==> src/rtl/rle_pkg.sv <==
// Shared types and constants for the run-length encoder.
// A pair means: 'run' zeros, then one coefficient equal to 'value'.
package rle_pkg;

    localparam int WIDTH = 11;
    localparam int RUN_W = 6;
    localparam int CNT_W = 8;

    localparam logic [RUN_W-1:0] RUN_MAX = {RUN_W{1'b1}};
    localparam logic [CNT_W-1:0] CNT_MAX = {CNT_W{1'b1}};

    typedef struct packed {
        logic [RUN_W-1:0]        run;
        logic signed [WIDTH-1:0] value;
        logic                    eob;
    } rle_pair_t;

    typedef enum logic {
        ST_IDLE = 1'b0,
        ST_HOLD = 1'b1
    } rle_state_t;

    function automatic logic [CNT_W-1:0] sat_inc(input logic [CNT_W-1:0] c);
        return (c == CNT_MAX) ? c : c + CNT_W'(1);
    endfunction

endpackage

==> src/rtl/rle_encoder_if.sv <==
// Coefficient input stream, pair output stream and per-block statistics.
// The encoder sits on the slave side; the producer/consumer on the master side.
interface rle_encoder_if;
    import rle_pkg::*;

    logic signed [WIDTH-1:0] in_data;
    logic                    in_valid;
    logic                    in_last;
    logic                    in_ready;

    logic [RUN_W-1:0]        out_run;
    logic signed [WIDTH-1:0] out_value;
    logic                    out_eob;
    logic                    out_valid;
    logic                    out_ready;

    logic [CNT_W-1:0]        blk_pairs;
    logic                    blk_done;

    modport master (
        output in_data, in_valid, in_last, out_ready,
        input  in_ready, out_run, out_value, out_eob, out_valid, blk_pairs, blk_done
    );

    modport slave (
        input  in_data, in_valid, in_last, out_ready,
        output in_ready, out_run, out_value, out_eob, out_valid, blk_pairs, blk_done
    );

endinterface

==> src/rtl/rle_pair_reg.sv <==
// Single-entry valid/ready output register for encoded pairs.
//   state   | meaning
//   ST_IDLE | no pair held, out_valid=0
//   ST_HOLD | pair held, waiting on ready_i
module rle_pair_reg
    import rle_pkg::*;
(
    input  logic      clk,
    input  logic      rst_n,
    input  logic      load_i,
    input  logic      ready_i,
    input  rle_pair_t pair_i,
    output logic      valid_o,
    output rle_pair_t pair_o
);

    rle_state_t state_q;
    rle_pair_t  pair_q;

    // load_i is only asserted when the register can take a pair (idle or draining).
    always_ff @(posedge clk or negedge rst_n) begin
        if (!rst_n) begin
            state_q <= ST_IDLE;
            pair_q  <= '0;
        end else begin
            case (state_q)
                ST_IDLE: begin
                    if (load_i) begin
                        pair_q  <= pair_i;
                        state_q <= ST_HOLD;
                    end
                end
                ST_HOLD: begin
                    if (ready_i) begin
                        if (load_i) pair_q <= pair_i;
                        else        state_q <= ST_IDLE;
                    end
                end
                default: state_q <= ST_IDLE;
            endcase
        end
    end

    assign valid_o = (state_q == ST_HOLD);
    assign pair_o  = pair_q;

endmodule

==> src/rtl/rle_encoder.sv <==
// Run-length encoder: zero-run counter, emit decision and per-block pair count.
// Pairs leave through rle_pair_reg with full-throughput valid/ready.
module rle_encoder
    import rle_pkg::*;
(
    input  logic          clk,
    input  logic          rst_n,
    rle_encoder_if.slave  bus
);

    logic [RUN_W-1:0] run_q, run_d;
    logic [CNT_W-1:0] pcnt_q, pcnt_d;
    logic [CNT_W-1:0] blk_pairs_q, blk_pairs_d;
    logic             blk_done_q, blk_done_d;
    logic             accept, emit, out_valid;
    rle_pair_t        pair_d, pair_q;

    assign bus.in_ready = !out_valid || bus.out_ready;
    assign accept       = bus.in_valid && bus.in_ready;

    // Every emitted pair carries in_last as eob; an escape only fires when in_last=0.
    always_comb begin
        pair_d.run   = run_q;
        pair_d.value = bus.in_data;
        pair_d.eob   = bus.in_last;
        emit         = accept && ((bus.in_data != '0) || bus.in_last || (run_q == RUN_MAX));
        run_d        = run_q;
        pcnt_d       = pcnt_q;
        blk_pairs_d  = blk_pairs_q;
        blk_done_d   = 1'b0;
        if (accept) run_d = emit ? '0 : run_q + RUN_W'(1);
        if (emit) begin
            if (bus.in_last) begin
                blk_pairs_d = sat_inc(pcnt_q);
                blk_done_d  = 1'b1;
                pcnt_d      = '0;
            end else begin
                pcnt_d      = sat_inc(pcnt_q);
            end
        end
    end

    always_ff @(posedge clk or negedge rst_n) begin
        if (!rst_n) begin
            run_q       <= '0;
            pcnt_q      <= '0;
            blk_pairs_q <= '0;
            blk_done_q  <= 1'b0;
        end else begin
            run_q       <= run_d;
            pcnt_q      <= pcnt_d;
            blk_pairs_q <= blk_pairs_d;
            blk_done_q  <= blk_done_d;
        end
    end

    rle_pair_reg u_pair_reg (
        .clk     (clk),
        .rst_n   (rst_n),
        .load_i  (emit),
        .ready_i (bus.out_ready),
        .pair_i  (pair_d),
        .valid_o (out_valid),
        .pair_o  (pair_q)
    );

    assign bus.out_valid = out_valid;
    assign bus.out_run   = pair_q.run;
    assign bus.out_value = pair_q.value;
    assign bus.out_eob   = pair_q.eob;
    assign bus.blk_pairs = blk_pairs_q;
    assign bus.blk_done  = blk_done_q;

endmodule

==> src/flat_wrapper.sv <==
// flat-port wrapper written by rule: the top's interface ports become plain ports
module rle_encoder_flat import rle_pkg::*;
  (clk, rst_n, bus_in_data, bus_in_valid, bus_in_last, bus_out_ready, bus_in_ready, bus_out_run, bus_out_value, bus_out_eob, bus_out_valid, bus_blk_pairs, bus_blk_done);
  rle_encoder_if bus_i ();
  input  logic clk;
  input  logic rst_n;
  input wire logic [$bits(bus_i.in_data)-1:0] bus_in_data;
  input wire logic [$bits(bus_i.in_valid)-1:0] bus_in_valid;
  input wire logic [$bits(bus_i.in_last)-1:0] bus_in_last;
  input wire logic [$bits(bus_i.out_ready)-1:0] bus_out_ready;
  output wire logic [$bits(bus_i.in_ready)-1:0] bus_in_ready;
  output wire logic [$bits(bus_i.out_run)-1:0] bus_out_run;
  output wire logic [$bits(bus_i.out_value)-1:0] bus_out_value;
  output wire logic [$bits(bus_i.out_eob)-1:0] bus_out_eob;
  output wire logic [$bits(bus_i.out_valid)-1:0] bus_out_valid;
  output wire logic [$bits(bus_i.blk_pairs)-1:0] bus_blk_pairs;
  output wire logic [$bits(bus_i.blk_done)-1:0] bus_blk_done;
  assign bus_i.in_data = bus_in_data;
  assign bus_i.in_valid = bus_in_valid;
  assign bus_i.in_last = bus_in_last;
  assign bus_i.out_ready = bus_out_ready;
  assign bus_in_ready = bus_i.in_ready;
  assign bus_out_run = bus_i.out_run;
  assign bus_out_value = bus_i.out_value;
  assign bus_out_eob = bus_i.out_eob;
  assign bus_out_valid = bus_i.out_valid;
  assign bus_blk_pairs = bus_i.blk_pairs;
  assign bus_blk_done = bus_i.blk_done;
  rle_encoder u_core (.clk(clk), .rst_n(rst_n), .bus(bus_i));
endmodule
==> config.mk <==
export PLATFORM = sky130hd
export DESIGN_NAME = rle_encoder_flat
export DESIGN_NICKNAME = d
export VERILOG_FILES = /design/src/rtl/rle_pkg.sv /design/src/rtl/rle_encoder_if.sv /design/src/rtl/rle_pair_reg.sv /design/src/rtl/rle_encoder.sv /design/src/flat_wrapper.sv
export SDC_FILE = /design/constraint.sdc
export NUM_CORES = 1
export LEC_CHECK = 0
export ABC_CLOCK_PERIOD_IN_PS = 3050
export BUFFER_PORTS_ARGS = -buffer_cell sky130_fd_sc_hd__buf_4
export CAP_MARGIN = 10
export CORE_MARGIN = 4
export CORE_UTILIZATION = 50
export CTS_BUF_LIST = sky130_fd_sc_hd__clkbuf_16
export CTS_CLUSTER_DIAMETER = 50
export DETAILED_ROUTE_END_ITERATION = 16
export PLACE_DENSITY = 0.71
export SYNTH_ARGS = -nofsm -noshare
export SYNTH_HDL_FRONTEND = slang
export SYNTH_SLANG_ARGS = --single-unit
==> constraint.sdc <==
create_clock -name clk -period 3.05 [get_ports clk]
set_input_delay 0.305 -clock clk [delete_from_list [all_inputs] [get_ports clk]]
set_output_delay 0.305 -clock clk [all_outputs]
set_load 0.01 [all_outputs]
==> reports/qor.txt, run 1 <==
hold slack - 0.00590 ns
Power Density - 538 mW/mm2
DR vias - 1528
max cap viols - 0
number of flops mapped to enable cells by yosys - 0
H-tree levels - 2
register area share after synthesis - 0.517
RSZ-0062 raised after global routing - false
die height - 71.8 um
GP Congestion - 0.900
number of global-route vias before repair - 1556
crit path capture type - flop
clk buf depth - 2
Final ANT Viol Nets - 0
Mapped Cells - 174
post-cts resize count - 0
Worst-path clk slew - 0.06 ns
Synth warnings - 0
Synth Cell Area - 0.00203 mm2
crit path to - u_core.u_pair_reg.pair_o[17]$_DFFE_PN0P_
WL per Instance - 17.4 um
Synth area leaders - dfrtp_1 (52%), mux2_4 (7.4%), mux2_2 (3.9%)
Post-synth ARST share - 1.00
worst setup margin - 0.741 ns
Post-Route WL - 4.61 mm
syn nets - 192
Final Setup Violations - 0
Yosys cell types - 40
Iter 0 DRT Violations - 142
WP data arrival - 2.47 ns
reg2reg start - u_core.run_q[0]$_DFFE_PN0N_
Slew Limit Fails - 0
period utilisation layout - 0.757
Sum Neg Setup Slack - 0 ns
Synth Area per Inst - 11.7 um2
CTS tree - built
Final Hold Vio Count - 0
Chip Width - 71.8 um
hold_buf cts - 0
largest net degree at the start of global routing - 43
minimum clock period after layout - 2.31 ns
area share of the largest cell type after synthesis - 0.517
Site Rows - 22
postcts setup bufs - 0
Starting Density - 0.536
global-route usage over all layers - 0.191
reg-to-reg slack, setup - 0.74 ns
status - complete, no violations
crit path launch type - flop
post-place instance area - 0.00238 mm2
initial antenna violation count - 0
Area Growth Syn to Fin - 23.6%
R2R cell count - 6
global route overflow - 0
f_max - 0.433 GHz
number of synthesized register bits - 42
cell chosen for the clock root - clkbuf_16
Commonest cells post-synth - dfrtp_1 (42), nand2_1 (14), nand3_1 (11)
first-pass GRT wire length - 7.65 mm
maximum vdd drop - 0.293 mV
most used flip-flop cell after synthesis - dfrtp_1
Critical Path RT - 3.22 ns
# IOs - 45
Clock Skew - 0.00564 ns
final instance area - 0.00251 mm2
ant diodes - 0
Vias/cell - 5.77
Tot Pwr - 1.35 mW
number of CTS-inserted buffers - 5
die area - 0.00515 mm2
largest fanout on the critical path - 18
Synth area leader - dfrtp_1
# DRC - 0
worst-skew pair later-pin latency - 0.28 ns
Core ar. - 0.00380 mm2
Worst Setup SP - u_core.run_q[0]$_DFFE_PN0N_
Tightest Pin Transition - 0.581 ns
drt pass-1 iters - 4
Nets - 234
total leakage power - 1.25 nW
Reg-to-Reg End - u_core.u_pair_reg.pair_o[17]$_DFFE_PN0P_
CTS Sinks - 42
dpl ws - 0.708 ns
fraction of layout cells with a size suffix above 1 - 0.327
most frequent cell after synthesis - dfrtp_1
Worst slew margin - 0.612
kind of critical path - flop to flop
HP Class - primary input to asynchronous set/reset pin
IO Port Bufs - 44
DP Wirelength - 3.37 mm
state kept, by name, indices dropped and copies added, names as in the netlist:
name / cells
u_core.u_pair_reg.pair_o: 18
u_core.bus.blk_pairs: 8
u_core.pcnt_q: 8
u_core.run_q: 6
u_core.bus.blk_done: 1
u_core.u_pair_reg.valid_o: 1
layer usage:
| metal | GRT usage | up-vias | wire (um) |
|---|---|---|---|
| met3 | 0.0505 | 8 | 292 |
| met1 | 0.230 | 732 | 1870 |
| met5 | 0 | - | 0 |
| met2 | 0.336 | 62 | 2390 |
| met4 | 0.0564 | 0 | 57 |
| li1 | - | 726 | - |
placed cells by master (no fill, tap or decap), types with 5 or more instances in the layout:
cell,synthesis,routed
nand3_1,11,11
and2_1,5,5
dfrtp_1,42,42
a21oi_1,6,6
buf_4,0,44
mux2_2,7,7
mux2_4,10,10
nand2_1,14,14
o21ai_0,7,7
clkbuf_16,0,5
and3_1,6,6
nor2_1,6,6
critical path, stage by stage, from the launching register on:
cell	delay, ns
dfrtp_1	0.42
ha_1	0.26
and3_1	0.24
a31oi_4	0.32
a21o_1	0.37
buf_12	0.22
mux2_2	0.35
cell families (layout without fill, tap and decap cells):
kind of cell,after synthesis,in the layout,share of synthesized area
xor+xnor,3,3,0.0129
simple gates,57,57,0.153
buf+inv,11,54,0.0357
flops,42,42,0.517
fa+ha+maj,2,2,0.0123
compound gates,38,38,0.136
mux,21,21,0.133
stage by stage:
| step | std cells | utilization |
|---|---|---|
| 3_5_place_dp | 257 | 0.625 |
| 4_1_cts | 265 | 0.662 |
| 3_3_place_gp | 257 | 0.625 |
| 5_1_grt | 265 | 0.662 |
| 6_report | 265 | 0.662 |
| 2_1_floorplan | 174 | - |
worst min-delay path by stage:
| stage | slack, ns | end | cells past startpoint |
|---|---|---|---|
| after detailed placement | 0.32 | u_core.bus.blk_pairs[0]$_DFFE_PN0P_ | 1 |
| after floorplan | 0.009 | u_core.bus.blk_done$_DFF_PN0_ | 0 |
| after global routing | 0.04 | u_core.bus.blk_pairs[0]$_DFFE_PN0P_ | 1 |
| after CTS | 0.02 | u_core.pcnt_q[5]$_DFFE_PN0P_ | 1 |
| final | 0.006 | u_core.u_pair_reg.pair_o[3]$_DFFE_PN0P_ | 1 |
| after global placement | 0.31 | u_core.bus.blk_pairs[0]$_DFFE_PN0P_ | 1 |
area by class of cell:
cell class / instances / area, um2
well taps: 48 / 60.1
clock inverters: 3 / 12.5
fillers: 305 / 1280
multi-input cells: 121 / 911
clock buffers: 5 / 125
flip-flops and latches: 42 / 1050
inverters: 1 / 3.75
repair buffers: 45 / 350
where the power goes:
part / internal (mW) / leakage [nW] / switching (mW)
clock network: 0.295 / 0.0724 / 0.198
logic: 0.121 / 0.626 / 0.102
registers: 0.603 / 0.551 / 0.0336
No activity file was read; power rests on OpenSTA's default activity.
==> run 2: changes to the inputs <==
--- a/config.mk
+++ b/config.mk
@@ -5,7 +5,7 @@
 export SDC_FILE = /design/constraint.sdc
 export NUM_CORES = 1
 export LEC_CHECK = 0
-export ABC_CLOCK_PERIOD_IN_PS = 3050
+export ABC_CLOCK_PERIOD_IN_PS = 2350
 export BUFFER_PORTS_ARGS = -buffer_cell sky130_fd_sc_hd__buf_4
 export CAP_MARGIN = 10
 export CORE_MARGIN = 4
==> constraint.sdc (replaced) <==
create_clock -name clk -period 2.35 [get_ports clk]
set_input_delay 0.235 -clock clk [delete_from_list [all_inputs] [get_ports clk]]
set_output_delay 0.235 -clock clk [all_outputs]
set_load 0.01 [all_outputs]
==> reports/qor.txt, run 2 (same netlist as run 1, synthesis figures left out) <==
fraction of layout cells with a size suffix above 1 - 0.353
hold path cells - 2
global-route usage over all layers - 0.197
total leakage power - 1.29 nW
number of global-route vias before repair - 1599
Final Hold Vio Count - 0
Site Rows - 22
largest fanout on the critical path - 16
Sum Neg Setup Slack - 0 ns
critical-path cell list - ha_1, and3_1, a31oi_4, a21o_1, buf_12, mux2_2
clk buf depth - 2
initial antenna violation count - 0
cell chosen for the clock root - clkbuf_16
Worst slew margin - 0.624
WP data arrival - 2.25 ns
die area - 0.00515 mm2
Post-Route WL - 4.53 mm
DR vias - 1575
max reg flops - 18
Power Density - 732 mW/mm2
Critical Path RT - 2.52 ns
Vias/cell - 5.79
dpl ws - 0.242 ns
Reg-to-Reg End - u_core.u_pair_reg.pair_o[11]$_DFFE_PN0P_
Iter 0 DRT Violations - 119
status - complete, no violations
# IOs - 45
crit path launch type - flop
f_max - 0.481 GHz
R2R cell count - 6
GP Congestion - 0.860
CTS Sinks - 42
Slew Limit Fails - 0
Tot Pwr - 1.90 mW
Final Util - 0.685
Area Growth Syn to Fin - 27.9%
area of the multi-input gates - 911 um2
period utilisation layout - 0.885
Hold Startpoint - bus_in_data[2]
CTS tree - built
Starting Density - 0.536
Worst Setup SP - u_core.run_q[0]$_DFFE_PN0N_
Hold Path End - u_core.u_pair_reg.pair_o[3]$_DFFE_PN0P_
max cap viols - 0
crit path capture type - flop
IO Port Bufs - 44
reg-to-reg slack, setup - 0.27 ns
post-cts resize count - 0
DP Wirelength - 3.25 mm
kind of critical path - flop to flop
H-tree levels - 2
worst-skew pair later-pin latency - 0.28 ns
Final Setup Violations - 0
largest net degree at the start of global routing - 43
register area - 0.00105 mm2
postcts setup bufs - 0
Nets - 241
Core ar. - 0.00380 mm2
fill cell count - 292
Tightest Pin Transition - 0.563 ns
drt pass-1 iters - 4
CP max-delay cell - dfrtp_1
slowest stage delay, CP - 0.41 ns
Worst-path clk slew - 0.06 ns
Cells after DPL - 263
first-pass GRT wire length - 7.96 mm
worst setup margin - 0.271 ns
Chip Width - 71.8 um
maximum vdd drop - 0.510 mV
most frequent cells in the layout - buf_4 (50), dfrtp_1 (42), nand2_1 (14), nand3_1 (11), mux2_4 (10)
global route overflow - 0
# DRC - 0
die height - 71.8 um
number of CTS-inserted buffers - 5
Final ANT Viol Nets - 0
HP Class - primary input to flop
reg2reg start - u_core.run_q[0]$_DFFE_PN0N_
minimum clock period after layout - 2.08 ns
most common cell after layout, fill and taps aside - buf_4
RSZ-0062 raised after global routing - false
ant diodes - 0
WL per Instance - 16.7 um
Non-Filler Instances - 272
Clock Skew - 0.00402 ns
## run 2: cell types whose count changed in the layout (fill, tap and decap cells not counted), sizes merged
| cell | change |
|---|---|
| buf | +6 |
| clkinv | -2 |
| clkinvlp | +2 |
| bufinv | +1 |
| dlygate4sd3 | +1 |
| inv | -1 |
## run 2: routing by layer
layer	up-vias	share of wire	GRT usage	wire length [um]
li1	735	-	-	-
met1	771	0.41	0.253	1880
met2	60	0.50	0.316	2270
met3	9	0.062	0.0505	283
met4	0	0.022	0.0814	99
met5	-	0	0	0
## run 2: per-stage QoR
stage	hold slack [ns]	area (um2)
finish	0.189	2600
global route	0.178	2600
CTS	0.184	2600
detailed placement	0.249	2420
global placement	0.241	2420
floorplan	-0.0606	2030
## run 2: final cells by class
| class | instances | area share |
|---|---|---|
| Sequential cell | 42 | 0.404 |
| Multi-Input combinational cell | 121 | 0.350 |
| Timing Repair Buffer | 52 | 0.156 |
| Clock buffer | 5 | 0.0481 |
| Tap cell | 48 | 0.0231 |
| Clock inverter | 3 | 0.0173 |
| Inverter | 1 | 0.00144 |
## run 2: critical path: cells and delay by family (launching register included)
family | cells | cell delay (ns)
adder cells (fa/ha/maj) | 1 | 0.24
multiplexers | 1 | 0.34
buffers and inverters | 1 | 0.21
flip-flops | 1 | 0.41
AND/OR/NAND/NOR | 1 | 0.24
AO/OA/AOI/OAI | 2 | 0.52
## run 2: worst max path at each step
stage	cells past startpoint	slack, ns	endpoint
after floorplan	7	0.40	u_core.u_pair_reg.pair_o[14]$_DFFE_PN0P_
after global placement	6	0.31	u_core.u_pair_reg.pair_o[11]$_DFFE_PN0P_
after detailed placement	6	0.24	u_core.u_pair_reg.pair_o[11]$_DFFE_PN0P_
after CTS	6	0.25	u_core.u_pair_reg.pair_o[11]$_DFFE_PN0P_
after global routing	6	0.20	u_core.u_pair_reg.pair_o[14]$_DFFE_PN0P_
final	6	0.27	u_core.u_pair_reg.pair_o[11]$_DFFE_PN0P_
## run 2: timing repair
action                                  CTS  global route
hold endpoints to repair                 42             0
hold buffers                              1             0
endpoints found under the setup margin    0             0
## run 2: where the power goes
| group | switching (mW) | leakage (nW) | internal, mW |
|---|---|---|---|
| Sequential | 0.0429 | 0.551 | 0.783 |
| Combinational | 0.136 | 0.659 | 0.164 |
| Clock | 0.279 | 0.0760 | 0.500 |
| Total | 0.457 | 1.29 | 1.45 |
